**src/rtl/wb_sram_responder_if.sv**
```systemverilog
// Bus bundle between the arbiter responder port, this block and the SRAM pins.
interface wb_sram_responder_if #(
    parameter int unsigned WB_ADDR_WIDTH  = 32,
    parameter int unsigned DATA_WIDTH     = 8,
    parameter int unsigned RAM_ADDR_WIDTH = 17
);
    logic [WB_ADDR_WIDTH-1:0]  wb_addr_i;
    logic [DATA_WIDTH-1:0]     wb_data_i;
    logic [DATA_WIDTH-1:0]     wb_data_o;
    logic                      wb_we_i;
    logic                      wb_cycle_i;
    logic                      wb_strobe_i;
    logic                      wb_stall_o;
    logic                      wb_ack_o;
    logic [RAM_ADDR_WIDTH-1:0] ram_addr_o;
    logic [DATA_WIDTH-1:0]     ram_data_i;
    logic [DATA_WIDTH-1:0]     ram_data_o;
    logic                      ram_data_oe_o;
    logic                      ram_ce_no;
    logic                      ram_oe_no;
    logic                      ram_we_no;

    // Responder side: takes Wishbone requests, drives the SRAM pins.
    modport slave (
        input  wb_addr_i, wb_data_i, wb_we_i, wb_cycle_i, wb_strobe_i, ram_data_i,
        output wb_data_o, wb_stall_o, wb_ack_o,
        output ram_addr_o, ram_data_o, ram_data_oe_o, ram_ce_no, ram_oe_no, ram_we_no
    );

    // Opposite side: the initiator plus the SRAM model.
    modport master (
        output wb_addr_i, wb_data_i, wb_we_i, wb_cycle_i, wb_strobe_i, ram_data_i,
        input  wb_data_o, wb_stall_o, wb_ack_o,
        input  ram_addr_o, ram_data_o, ram_data_oe_o, ram_ce_no, ram_oe_no, ram_we_no
    );
endinterface

```
**src/rtl/wb_sram_responder.sv**
```systemverilog
// Wishbone B4 pipelined responder driving an asynchronous SRAM with fixed wait states.
module wb_sram_responder #(
    parameter int unsigned WB_ADDR_WIDTH  = 32,
    parameter int unsigned DATA_WIDTH     = 8,
    parameter int unsigned RAM_ADDR_WIDTH = 17,
    parameter int unsigned WAIT_STATES    = 2
) (
    input  logic                 wb_clock_i,
    input  logic                 wb_reset_ni,
    wb_sram_responder_if.slave   bus
);
    localparam int unsigned CNT_W = (WAIT_STATES == 0) ? 1 : $clog2(WAIT_STATES + 1);

    typedef enum logic [1:0] {
        S_IDLE,
        S_ACCESS,
        S_COMPLETE
    } state_t;

    state_t                    r_state;
    state_t                    w_state_nxt;
    logic [CNT_W-1:0]          r_cnt;
    logic [CNT_W-1:0]          w_cnt_nxt;
    logic                      r_we;
    logic                      w_we_nxt;
    logic                      r_abort;
    logic                      w_abort_nxt;
    logic                      w_accept;
    logic                      w_capture;

    logic                      r_stall;
    logic                      r_ack;
    logic                      r_ce_n;
    logic                      r_oe_n;
    logic                      r_we_n;
    logic                      r_data_oe;
    logic                      w_stall_nxt;
    logic                      w_ack_nxt;
    logic                      w_ce_n_nxt;
    logic                      w_oe_n_nxt;
    logic                      w_we_n_nxt;
    logic                      w_data_oe_nxt;

    logic [RAM_ADDR_WIDTH-1:0] r_addr;
    logic [DATA_WIDTH-1:0]     r_wdata;
    logic [DATA_WIDTH-1:0]     r_rdata;

    // Upper Wishbone address bits do not reach the SRAM.
    if (WB_ADDR_WIDTH > RAM_ADDR_WIDTH) begin : g_addr_unused
        logic w_unused_addr;
        assign w_unused_addr = ^bus.wb_addr_i[WB_ADDR_WIDTH-1:RAM_ADDR_WIDTH];
    end

    assign w_accept = bus.wb_cycle_i && bus.wb_strobe_i && !r_stall;

    // Next state, counter, abort tracking and registered pin values.
    always_comb begin
        w_state_nxt   = r_state;
        w_cnt_nxt     = r_cnt;
        w_we_nxt      = r_we;
        w_abort_nxt   = r_abort;
        w_capture     = 1'b0;
        w_stall_nxt   = 1'b0;
        w_ack_nxt     = 1'b0;
        w_ce_n_nxt    = 1'b1;
        w_oe_n_nxt    = 1'b1;
        w_we_n_nxt    = 1'b1;
        w_data_oe_nxt = 1'b0;

        case (r_state)
            S_IDLE, S_COMPLETE: begin
                if (w_accept) begin
                    w_state_nxt = S_ACCESS;
                    w_cnt_nxt   = CNT_W'(WAIT_STATES);
                    w_we_nxt    = bus.wb_we_i;
                    w_abort_nxt = 1'b0;
                end else begin
                    w_state_nxt = S_IDLE;
                end
            end
            S_ACCESS: begin
                if (!bus.wb_cycle_i) begin
                    w_abort_nxt = 1'b1;
                end
                if (r_cnt == '0) begin
                    w_state_nxt = S_COMPLETE;
                    w_capture   = !r_we;
                end else begin
                    w_cnt_nxt = r_cnt - CNT_W'(1);
                end
            end
            default: w_state_nxt = S_IDLE;
        endcase

        // Pins are decoded from the state being entered so they come straight from flops.
        case (w_state_nxt)
            S_ACCESS: begin
                w_stall_nxt   = 1'b1;
                w_ce_n_nxt    = 1'b0;
                w_oe_n_nxt    = w_we_nxt;
                w_we_n_nxt    = !w_we_nxt;
                w_data_oe_nxt = w_we_nxt;
            end
            S_COMPLETE: begin
                w_data_oe_nxt = w_we_nxt;
                w_ack_nxt     = !w_abort_nxt;
            end
            default: ;
        endcase
    end

    // State and control register; reset forces the SRAM strobes inactive immediately.
    always_ff @(posedge wb_clock_i or negedge wb_reset_ni) begin
        if (!wb_reset_ni) begin
            r_state   <= S_IDLE;
            r_cnt     <= '0;
            r_we      <= 1'b0;
            r_abort   <= 1'b0;
            r_stall   <= 1'b0;
            r_ack     <= 1'b0;
            r_ce_n    <= 1'b1;
            r_oe_n    <= 1'b1;
            r_we_n    <= 1'b1;
            r_data_oe <= 1'b0;
        end else begin
            r_state   <= w_state_nxt;
            r_cnt     <= w_cnt_nxt;
            r_we      <= w_we_nxt;
            r_abort   <= w_abort_nxt;
            r_stall   <= w_stall_nxt;
            r_ack     <= w_ack_nxt;
            r_ce_n    <= w_ce_n_nxt;
            r_oe_n    <= w_oe_n_nxt;
            r_we_n    <= w_we_n_nxt;
            r_data_oe <= w_data_oe_nxt;
        end
    end

    // Address/write data latch on accept, read data capture at the end of ACCESS.
    always_ff @(posedge wb_clock_i or negedge wb_reset_ni) begin
        if (!wb_reset_ni) begin
            r_addr  <= '0;
            r_wdata <= '0;
            r_rdata <= '0;
        end else begin
            if (w_accept) begin
                r_addr  <= bus.wb_addr_i[RAM_ADDR_WIDTH-1:0];
                r_wdata <= bus.wb_data_i;
            end
            if (w_capture) begin
                r_rdata <= bus.ram_data_i;
            end
        end
    end

    assign bus.wb_data_o     = r_rdata;
    assign bus.wb_stall_o    = r_stall;
    assign bus.wb_ack_o      = r_ack;
    assign bus.ram_addr_o    = r_addr;
    assign bus.ram_data_o    = r_wdata;
    assign bus.ram_data_oe_o = r_data_oe;
    assign bus.ram_ce_no     = r_ce_n;
    assign bus.ram_oe_no     = r_oe_n;
    assign bus.ram_we_no     = r_we_n;

endmodule

```
**src/flat_wrapper.sv**
```systemverilog
// flat-port wrapper written by rule: the top's interface ports become plain ports
module wb_sram_responder_flat 
#(
    parameter int unsigned WB_ADDR_WIDTH  = 32,
    parameter int unsigned DATA_WIDTH     = 8,
    parameter int unsigned RAM_ADDR_WIDTH = 17,
    parameter int unsigned WAIT_STATES    = 2
)
  (wb_clock_i, wb_reset_ni, bus_wb_addr_i, bus_wb_data_i, bus_wb_we_i, bus_wb_cycle_i, bus_wb_strobe_i, bus_ram_data_i, bus_wb_data_o, bus_wb_stall_o, bus_wb_ack_o, bus_ram_addr_o, bus_ram_data_o, bus_ram_data_oe_o, bus_ram_ce_no, bus_ram_oe_no, bus_ram_we_no);
  wb_sram_responder_if #(.WB_ADDR_WIDTH(WB_ADDR_WIDTH), .DATA_WIDTH(DATA_WIDTH), .RAM_ADDR_WIDTH(RAM_ADDR_WIDTH)) bus_i ();
  input  logic wb_clock_i;
  input  logic wb_reset_ni;
  input wire logic [$bits(bus_i.wb_addr_i)-1:0] bus_wb_addr_i;
  input wire logic [$bits(bus_i.wb_data_i)-1:0] bus_wb_data_i;
  input wire logic [$bits(bus_i.wb_we_i)-1:0] bus_wb_we_i;
  input wire logic [$bits(bus_i.wb_cycle_i)-1:0] bus_wb_cycle_i;
  input wire logic [$bits(bus_i.wb_strobe_i)-1:0] bus_wb_strobe_i;
  input wire logic [$bits(bus_i.ram_data_i)-1:0] bus_ram_data_i;
  output wire logic [$bits(bus_i.wb_data_o)-1:0] bus_wb_data_o;
  output wire logic [$bits(bus_i.wb_stall_o)-1:0] bus_wb_stall_o;
  output wire logic [$bits(bus_i.wb_ack_o)-1:0] bus_wb_ack_o;
  output wire logic [$bits(bus_i.ram_addr_o)-1:0] bus_ram_addr_o;
  output wire logic [$bits(bus_i.ram_data_o)-1:0] bus_ram_data_o;
  output wire logic [$bits(bus_i.ram_data_oe_o)-1:0] bus_ram_data_oe_o;
  output wire logic [$bits(bus_i.ram_ce_no)-1:0] bus_ram_ce_no;
  output wire logic [$bits(bus_i.ram_oe_no)-1:0] bus_ram_oe_no;
  output wire logic [$bits(bus_i.ram_we_no)-1:0] bus_ram_we_no;
  assign bus_i.wb_addr_i = bus_wb_addr_i;
  assign bus_i.wb_data_i = bus_wb_data_i;
  assign bus_i.wb_we_i = bus_wb_we_i;
  assign bus_i.wb_cycle_i = bus_wb_cycle_i;
  assign bus_i.wb_strobe_i = bus_wb_strobe_i;
  assign bus_i.ram_data_i = bus_ram_data_i;
  assign bus_wb_data_o = bus_i.wb_data_o;
  assign bus_wb_stall_o = bus_i.wb_stall_o;
  assign bus_wb_ack_o = bus_i.wb_ack_o;
  assign bus_ram_addr_o = bus_i.ram_addr_o;
  assign bus_ram_data_o = bus_i.ram_data_o;
  assign bus_ram_data_oe_o = bus_i.ram_data_oe_o;
  assign bus_ram_ce_no = bus_i.ram_ce_no;
  assign bus_ram_oe_no = bus_i.ram_oe_no;
  assign bus_ram_we_no = bus_i.ram_we_no;
  wb_sram_responder #(.WB_ADDR_WIDTH(WB_ADDR_WIDTH), .DATA_WIDTH(DATA_WIDTH), .RAM_ADDR_WIDTH(RAM_ADDR_WIDTH), .WAIT_STATES(WAIT_STATES)) u_core (.wb_clock_i(wb_clock_i), .wb_reset_ni(wb_reset_ni), .bus(bus_i));
endmodule
```
**config.mk**
```make
export PLATFORM = sky130hd
export DESIGN_NAME = wb_sram_responder_flat
export DESIGN_NICKNAME = d
export VERILOG_FILES = /design/src/rtl/wb_sram_responder_if.sv /design/src/rtl/wb_sram_responder.sv /design/src/flat_wrapper.sv
export SDC_FILE = /design/constraint.sdc
export NUM_CORES = 1
export LEC_CHECK = 0
export ABC_AREA = 1
export ABC_CLOCK_PERIOD_IN_PS = 1700
export CAP_MARGIN = 5
export CORE_MARGIN = 4
export CORE_UTILIZATION = 39
export DETAILED_ROUTE_END_ITERATION = 16
export PLACE_DENSITY = 0.86
export SLEW_MARGIN = 20
export SYNTH_ARGS = -nofsm -noshare
export SYNTH_HDL_FRONTEND = slang
export SYNTH_SLANG_ARGS = --single-unit
```
**constraint.sdc**
```tcl
create_clock -name wb_clock_i -period 1.7 [get_ports wb_clock_i]
set_input_delay 0.34 -clock wb_clock_i [delete_from_list [all_inputs] [get_ports wb_clock_i]]
set_output_delay 0.34 -clock wb_clock_i [all_outputs]
set_load 0.02 [all_outputs]
```
==> results of run 1 <==
-- layer usage --
layer  GRT usage  up-vias  part of all wire
li1            -      745                 -
met1       0.168      662              0.39
met2       0.262       48              0.51
met3      0.0475        7             0.080
met4      0.0563        0             0.015
met5           0        -                 0
-- registers in the layout, indices dropped and copies added (netlist names) --
name                      cells
u_core.r_cnt                  2
u_core.bus.ram_oe_no          1
u_core.bus.ram_addr_o        17
u_core.bus.ram_data_oe_o      1
u_core.r_state                2
u_core.bus.ram_ce_no          1
u_core.bus.ram_data_o         8
u_core.bus.ram_we_no          1
u_core.bus.wb_stall_o         1
u_core.bus.wb_data_o          8
u_core.r_we                   1
u_core.bus.wb_ack_o           1
u_core.r_abort                1
-- repair_timing --
item | 4_1_cts | 5_1_grt
hold buffers | 1 | 0
setup buffers | 0 | 0
endpoints found under the hold margin | 9 | 0
gates resized for setup | 4 | 0
endpoints found under the setup margin | 4 | 0
-- placed cells by master (no fill, tap or decap), types with 3 or more instances in the layout --
| cell type | n |
|---|---|
| buf_4 | 6 |
| nand3_1 | 12 |
| nand2_1 | 100 |
| dfstp_2 | 3 |
| clkdlybuf4s50_1 | 71 |
| dlygate4sd2_1 | 4 |
| dfrtp_1 | 42 |
| nand2_2 | 5 |
| ha_1 | 4 |
| inv_1 | 12 |
| clkbuf_8 | 7 |
-- stage by stage --
| step | TNS [ns] | hold WS, ns | power, mW | cells |
|---|---|---|---|---|
| 4_1_cts | 0 | 0.460 | 4.59 | 330 |
| 3_3_place_gp | 0 | 0.240 | 3.83 | 321 |
| 3_5_place_dp | -0.138 | 0.246 | 3.90 | 321 |
| 2_1_floorplan | 0 | 0.0444 | 2.83 | 191 |
| 5_1_grt | 0 | 0.488 | 4.84 | 330 |
| 6_report | 0 | 0.459 | 4.52 | 330 |
-- path summary, 6_finish.rpt --
check	from	endpoint	depth (start not counted)
worst max register to register	u_core.r_cnt[0]	u_core.bus.ram_data_oe_o	8
worst max-delay path	u_core.bus.wb_data_o[4]	bus_wb_data_o[4]	1
worst min register to register	u_core.bus.ram_addr_o[10]	u_core.bus.ram_addr_o[10]	2
worst min-delay path	wb_reset_ni	u_core.bus.ram_addr_o[8]	2
max in group asynchronous	wb_reset_ni	u_core.bus.wb_data_o[4]	3
min in group wb_clock_i	u_core.bus.ram_addr_o[10]	u_core.bus.ram_addr_o[10]	2
-- kinds of logic after synthesis --
family / synth area share
and+or+nand+nor: 0.281
buffers and inverters: 0.0530
DFF: 0.630
adders and majority gates: 0.0279
AOI/OAI and AO/OA: 0.00838
-- layout make-up --
cell class / instances / area share
multi-input cells: 127 / 0.207
well taps: 52 / 0.0237
repair buffers: 84 / 0.301
clock inverters: 1 / 0.00182
flip-flops and latches: 45 / 0.412
inverters: 14 / 0.0192
clock buffers: 7 / 0.0351
-- power breakdown --
part	leakage, nW	internal (mW)	total [mW]	switching, mW
logic	0.759	0.952	2.08	1.12
clock network	0.0542	0.367	0.704	0.337
registers	0.549	1.52	1.74	0.215
total	1.36	2.84	4.52	1.68
==> flow_summary_export.csv, run 1 <==
group,metric,value,unit
run_status,status,"completed",
layout,finish.instance_area,2740,sq um
layout,layout.nets,334,
yosys,yosysUniqueCellTypes,18,
critical_path,crit_required,1.36,ns
layout,antenna_cells,0,
global_route,grt_usage,0.149,
yosys,synthArstFlopShare,1.00,
critical_path,critical_path.max_stage_delay,0.61,ns
critical_path,cp-end-kind,"output pin",
timing,tightest_slew,0.403,ns
critical_path,critPathBufInv,1,
layout,fill_cells,382,
yosys,synth_edf_count,0,
job,maxCapViolations,0,
global_route,grt_start_max_net_pins,26,
drt,drc,0,
drt,vias,1462,
power,p_per_area,1650,nW/um^2
global_route,antenna_found_initial,0,
critical_path,crit_family,"buffers and inverters",
yosys,seq_area_frac_synth,0.630,
drt,drt-pass1-iter-count,4,
yosys,yosysTopAreaCell,"dfrtp_1",
drt,vias_per_cell,4.43,
critical_path,worstSetupStartpointType,"flip-flop",
floorplan,num_rows,24,
critical_path,cp_slowest_cell,"clkdlybuf4s50_1",
floorplan,die_h,75.8,um
min_path,hp-class,"in -> async",
power,power.leakage,1.36,nW
drt,routed_wl,4090,um
timing,max_freq,622,MHz
placement,portBuffers,76,
placement,dp_hpwl,3160,um
yosys,syn_area_per_cell,9.39,sq um
layout,seq_area,1130,sq um
floorplan,io-pin-count,92,
timing,period_minus_slack,1.61,ns
clock_network,cts_tree,"yes",
critical_path,path_max_fanout,2,
timing,finalWorstSetupSlack,0.0935,ns
placement,dp_slack,-0.0305,ns
drt,first_iter_violations,61,
placement,gp_congestion,0.802,
yosys,synth_top_area_frac,0.586,
yosys,synthFlopType,"dfrtp_1",
clock_network,clock_path_buffers,2,
clock_network,clk_pin_slew,0.08,ns
layout,drive_above_1_share,0.0971,
global_route,gr-total-overflow,0,
drt,ant_nets,0,
layout,post-route-util,0.621,
clock_network,cts_root_buf,"clkbuf_8",
floorplan,chipWidth,75.8,um
layout,area_growth_syn_to_layout,53.0,%
clock_network,clk_latency,0.29,ns
placement,dpl_cell_area,2640,sq um
critical_path,crit_chain,"clkdlybuf4s50_1",
yosys,synth_common_cells,"nand2_1 (100), dfrtp_1 (42), inv_1 (12), nand3_1 (12), nand2_2 (5)",
timing,finClkSkew,0.00519,ns
clock_network,clock-sinks,45,
global_route,grt_first_pass_wirelength,6430,um
clock_network,htreeDepth,2,
global_route,grt_pass1_vias,1468,
clock_network,cts_inserted_buffers,5,
floorplan,start_util,0.406,
power,irDropWorstVdd,0.000950,V
yosys,netlist_area,1790,sq um
timing,finalHoldViolCount,0,
yosys,ys_ff_latch,45,
yosys,syn_inst,191,
yosys,yosys_warnings,0,
timing,drv_slew,0,
critical_path,cp_data_arrival_time,1.27,ns
timing,setup_viol_count_final,0,
yosys,syn_nets,248,
yosys,yosysMostFrequentCell,"nand2_1",
layout,multi_input_area,568,sq um
timing,fin_crit_sh,0.945,
floorplan,die_area,5750,sq um
timing,maxSlewHeadroom,0.731,
drt,wire_per_inst,12.4,um
critical_path,r2r_setup_slack,0.29,ns
floorplan,fp.coreArea,4410,sq um
critical_path,crit_type,"reg -> out",
yosys,ys_top_cells_by_area,"dfrtp_1 (59%), nand2_1 (21%), dfstp_2 (4.4%)",
timing,rsz0062_at_grt,"false",
Note: power is estimated with default switching activity, not from simulation.
==> run 2, diff against run 1 <==
--- a/config.mk
+++ b/config.mk
@@ -6,5 +6,4 @@
 export NUM_CORES = 1
 export LEC_CHECK = 0
-export ABC_AREA = 1
 export ABC_CLOCK_PERIOD_IN_PS = 1700
 export CAP_MARGIN = 5
@@ -12,5 +11,5 @@
 export CORE_UTILIZATION = 39
 export DETAILED_ROUTE_END_ITERATION = 16
-export PLACE_DENSITY = 0.86
+export PLACE_DENSITY = 0.87
 export SLEW_MARGIN = 20
 export SYNTH_ARGS = -nofsm -noshare
==> constraint.sdc (replaced) <==
create_clock -name wb_clock_i -period 1.7 [get_ports wb_clock_i]
set_input_delay 0.17 -clock wb_clock_i [delete_from_list [all_inputs] [get_ports wb_clock_i]]
set_output_delay 0.17 -clock wb_clock_i [all_outputs]
set_load 0.02 [all_outputs]
==> flow_summary_export.csv, run 2 <==
group,metric,value,unit
power,pwr-share-comb,0.475,
timing,rsz0062_at_grt,"false",
critical_path,critical_path.max_stage_delay,0.41,ns
placement,dp_slack,0.0872,ns
timing,tightest_slew,0.517,ns
yosys,syn_inst,113,
timing,fin_crit_sh,0.941,
yosys,synth_top_area_frac,0.602,
floorplan,die_h,74.9,um
drt,routed_wl,3600,um
yosys,synth_common_cells,"dfrtp_1 (42), mux2_2 (32), inv_1 (5), nand2_1 (5)",
global_route,grt_use_met2,0.223,
placement,dp_hpwl,2690,um
yosys,synthArstFlopShare,1.00,
drt,drc,0,
clock_network,clock-sinks,45,
critical_path,crit_type,"reg -> reg",
power,clkPwrFrac,0.145,
clock_network,clk_pin_slew,0.09,ns
timing,max_freq,625,MHz
timing,period_minus_slack,1.60,ns
yosys,ys_ff_latch,45,
layout,finish.instance_area,2710,sq um
power,p_int,3.13,mW
drt,drt-pass1-iter-count,2,
clock_network,htreeDepth,2,
min_path,hp-class,"in -> async",
power,power_frac_seq,0.380,
yosys,seq_area_frac_synth,0.647,
global_route,grt_first_pass_wirelength,5600,um
critical_path,cp-end-kind,"flip-flop",
power,power.leakage,1.17,nW
critical_path,worstSetupStartpointType,"flip-flop",
yosys,synth_edf_count,0,
timing,finClkSkew,0.0126,ns
yosys,syn_area_per_cell,15.5,sq um
global_route,antenna_found_initial,0,
yosys,yosysTopAreaCell,"dfrtp_1",
floorplan,num_rows,24,
timing,maxSlewHeadroom,0.655,
floorplan,io-pin-count,92,
floorplan,start_util,0.401,
timing,finalWorstSetupSlack,0.100,ns
clock_network,cts_tree,"yes",
placement,gp_congestion,0.730,
yosys,yosysUniqueCellTypes,22,
critical_path,crit_chain,"inv_1 > ha_1 > nand3b_2 > nor2_4 > buf_12 > mux2_2",
global_route,grt_use_met3,0.0481,
global_route,top_usage_layer,"met2",
yosys,syn_nets,170,
layout,area_growth_syn_to_layout,55.1,%
layout,layout.nets,254,
run_status,status,"completed",
layout,final_common_cell,"clkdlybuf4s50_1",
placement,portBuffers,76,
yosys,ys_top_cells_by_area,"dfrtp_1 (60%), mux2_2 (21%), dfstp_2 (4.5%)",
drt,wire_per_inst,14.4,um
drt,vias,1148,
critical_path,crit_family,"flip-flops",
clock_network,cts_resized,0,
global_route,grt_start_max_net_pins,29,
critical_path,critPathBufInv,2,
floorplan,die_area,5610,sq um
drt,first_iter_violations,50,
timing,finalSetupTns,0,ns
layout,drive_above_1_share,0.258,
critical_path,cp_slowest_cell,"dfrtp_1",
critical_path,crit_required,1.89,ns
clock_network,clk_latency,0.29,ns
timing,setup_viol_count_final,0,
clock_network,cts_inserted_buffers,5,
clock_network,clock_path_buffers,2,
drt,ant_nets,0,
global_route,gr-total-overflow,0,
yosys,yosysMostFrequentCell,"dfrtp_1",
critical_path,r2r_setup_slack,0.10,ns
critical_path,path_max_fanout,8,
yosys,synthFlopType,"dfrtp_1",
global_route,use_met1,0.164,
global_route,grt_pass1_vias,1152,
floorplan,chipWidth,74.9,um
power,irDropWorstVdd,0.000850,V
yosys,netlist_area,1750,sq um
placement,dpl_cell_area,2580,sq um
layout,final_cell_mix,"clkdlybuf4s50_1 (75), dfrtp_1 (42), mux2_2 (32)",
layout,antenna_cells,0,
power,total_power,4.79,mW
job,maxCapViolations,0,
yosys,yosys_warnings,0,
critical_path,cp_data_arrival_time,1.78,ns
power,net-switching-power,1.66,mW
floorplan,fp.coreArea,4350,sq um
layout,largest_reg_flops,17,
clock_network,cts_root_buf,"clkbuf_8",
power,p_per_area,1770,nW/um^2
timing,drv_slew,0,
global_route,grt_usage,0.137,
layout,post-route-util,0.622,
power,netSwitchingFraction,0.346,
drt,vias_per_cell,4.59,
timing,finalHoldViolCount,0,
-- run 2: cell types whose count changed after synthesis, moves of 2 or more --
cell / previous run / this run
mux2_2: 0 / 32
nor2_1: 1 / 4
inv_1: 12 / 5
nand2_1: 100 / 5
nand2_2: 5 / 0
buf_4: 2 / 0
o21ai_0: 0 / 2
a21oi_1: 0 / 2
nand3_1: 12 / 0
-- run 2: path summary, 6_finish.rpt --
path / start / end / depth (start not counted)
worst max-delay path: u_core.r_cnt[0] / u_core.bus.wb_data_o[5] / 6
worst min-delay path: wb_reset_ni / u_core.bus.wb_stall_o / 2
worst max register to register: u_core.r_cnt[0] / u_core.bus.wb_data_o[5] / 6
worst min register to register: u_core.r_abort / u_core.r_abort / 2
max in group asynchronous: wb_reset_ni / u_core.bus.wb_data_o[4] / 3
min in group wb_clock_i: bus_ram_data_i[3] / u_core.bus.wb_data_o[3] / 2
-- run 2: per-layer routing --
layer	vias up	routed length, um
met3	5	341
met5	-	0
met4	0	62
li1	550	-
met2	46	1770
met1	547	1420
-- run 2: kinds of logic after synthesis --
group	synth area share
compound gates	0.0172
xor+xnor	0.00502
simple gates	0.0473
fa+ha+maj	0.0287
mux	0.226
flops	0.647
buf+inv	0.0286
-- run 2: stage by stage --
stage,std cells,hold WS (ns)
finish,250,0.389
global route,250,0.430
CTS,249,0.384
detailed placement,240,0.177
global placement,240,0.177
floorplan,113,-0.126
-- run 2: what timing repair did --
| item | in CTS | in global routing |
|---|---|---|
| hold buffers | 1 | 0 |
| setup buffers | 0 | 1 |
| endpoints found under the hold margin | 18 | 0 |
| endpoints found under the setup margin | 0 | 4 |
-- run 2: area by class of cell --
cell class | count | area [sq um]
Sequential cell | 45 | 1130
Fill cell | 348 | 1650
Multi-Input combinational cell | 59 | 567
Clock inverter | 2 | 16.3
Tap cell | 52 | 65.1
Inverter | 6 | 22.5
Timing Repair Buffer | 80 | 826
Clock buffer | 6 | 82.6
-- run 2: power by group through the flow --
stage | Sequential (mW) | Combinational [mW] | Clock [mW]
6_report | 1.82 | 2.28 | 0.695
3_5_place_dp | 1.85 | 2.28 | 0
5_1_grt | 1.88 | 2.42 | 0.782
3_3_place_gp | 1.82 | 2.24 | 0
2_1_floorplan | 2.35 | 0.670 | 0
4_1_cts | 1.83 | 2.29 | 0.726
==> run 3, diff against run 2 <==
==> constraint.sdc (replaced) <==
create_clock -name wb_clock_i -period 1.7 [get_ports wb_clock_i]
set_input_delay 0.17 -clock wb_clock_i [delete_from_list [all_inputs] [get_ports wb_clock_i]]
set_output_delay 0.17 -clock wb_clock_i [all_outputs]
set_load 0.01 [all_outputs]
==> results of run 3 <==
The final DEF is identical to that of run 2. Status: completed.
Main changes from that run: total power 4.79 mW -> 4.47 mW; worst IR drop on VDD 0.000850 V -> 0.000810 V
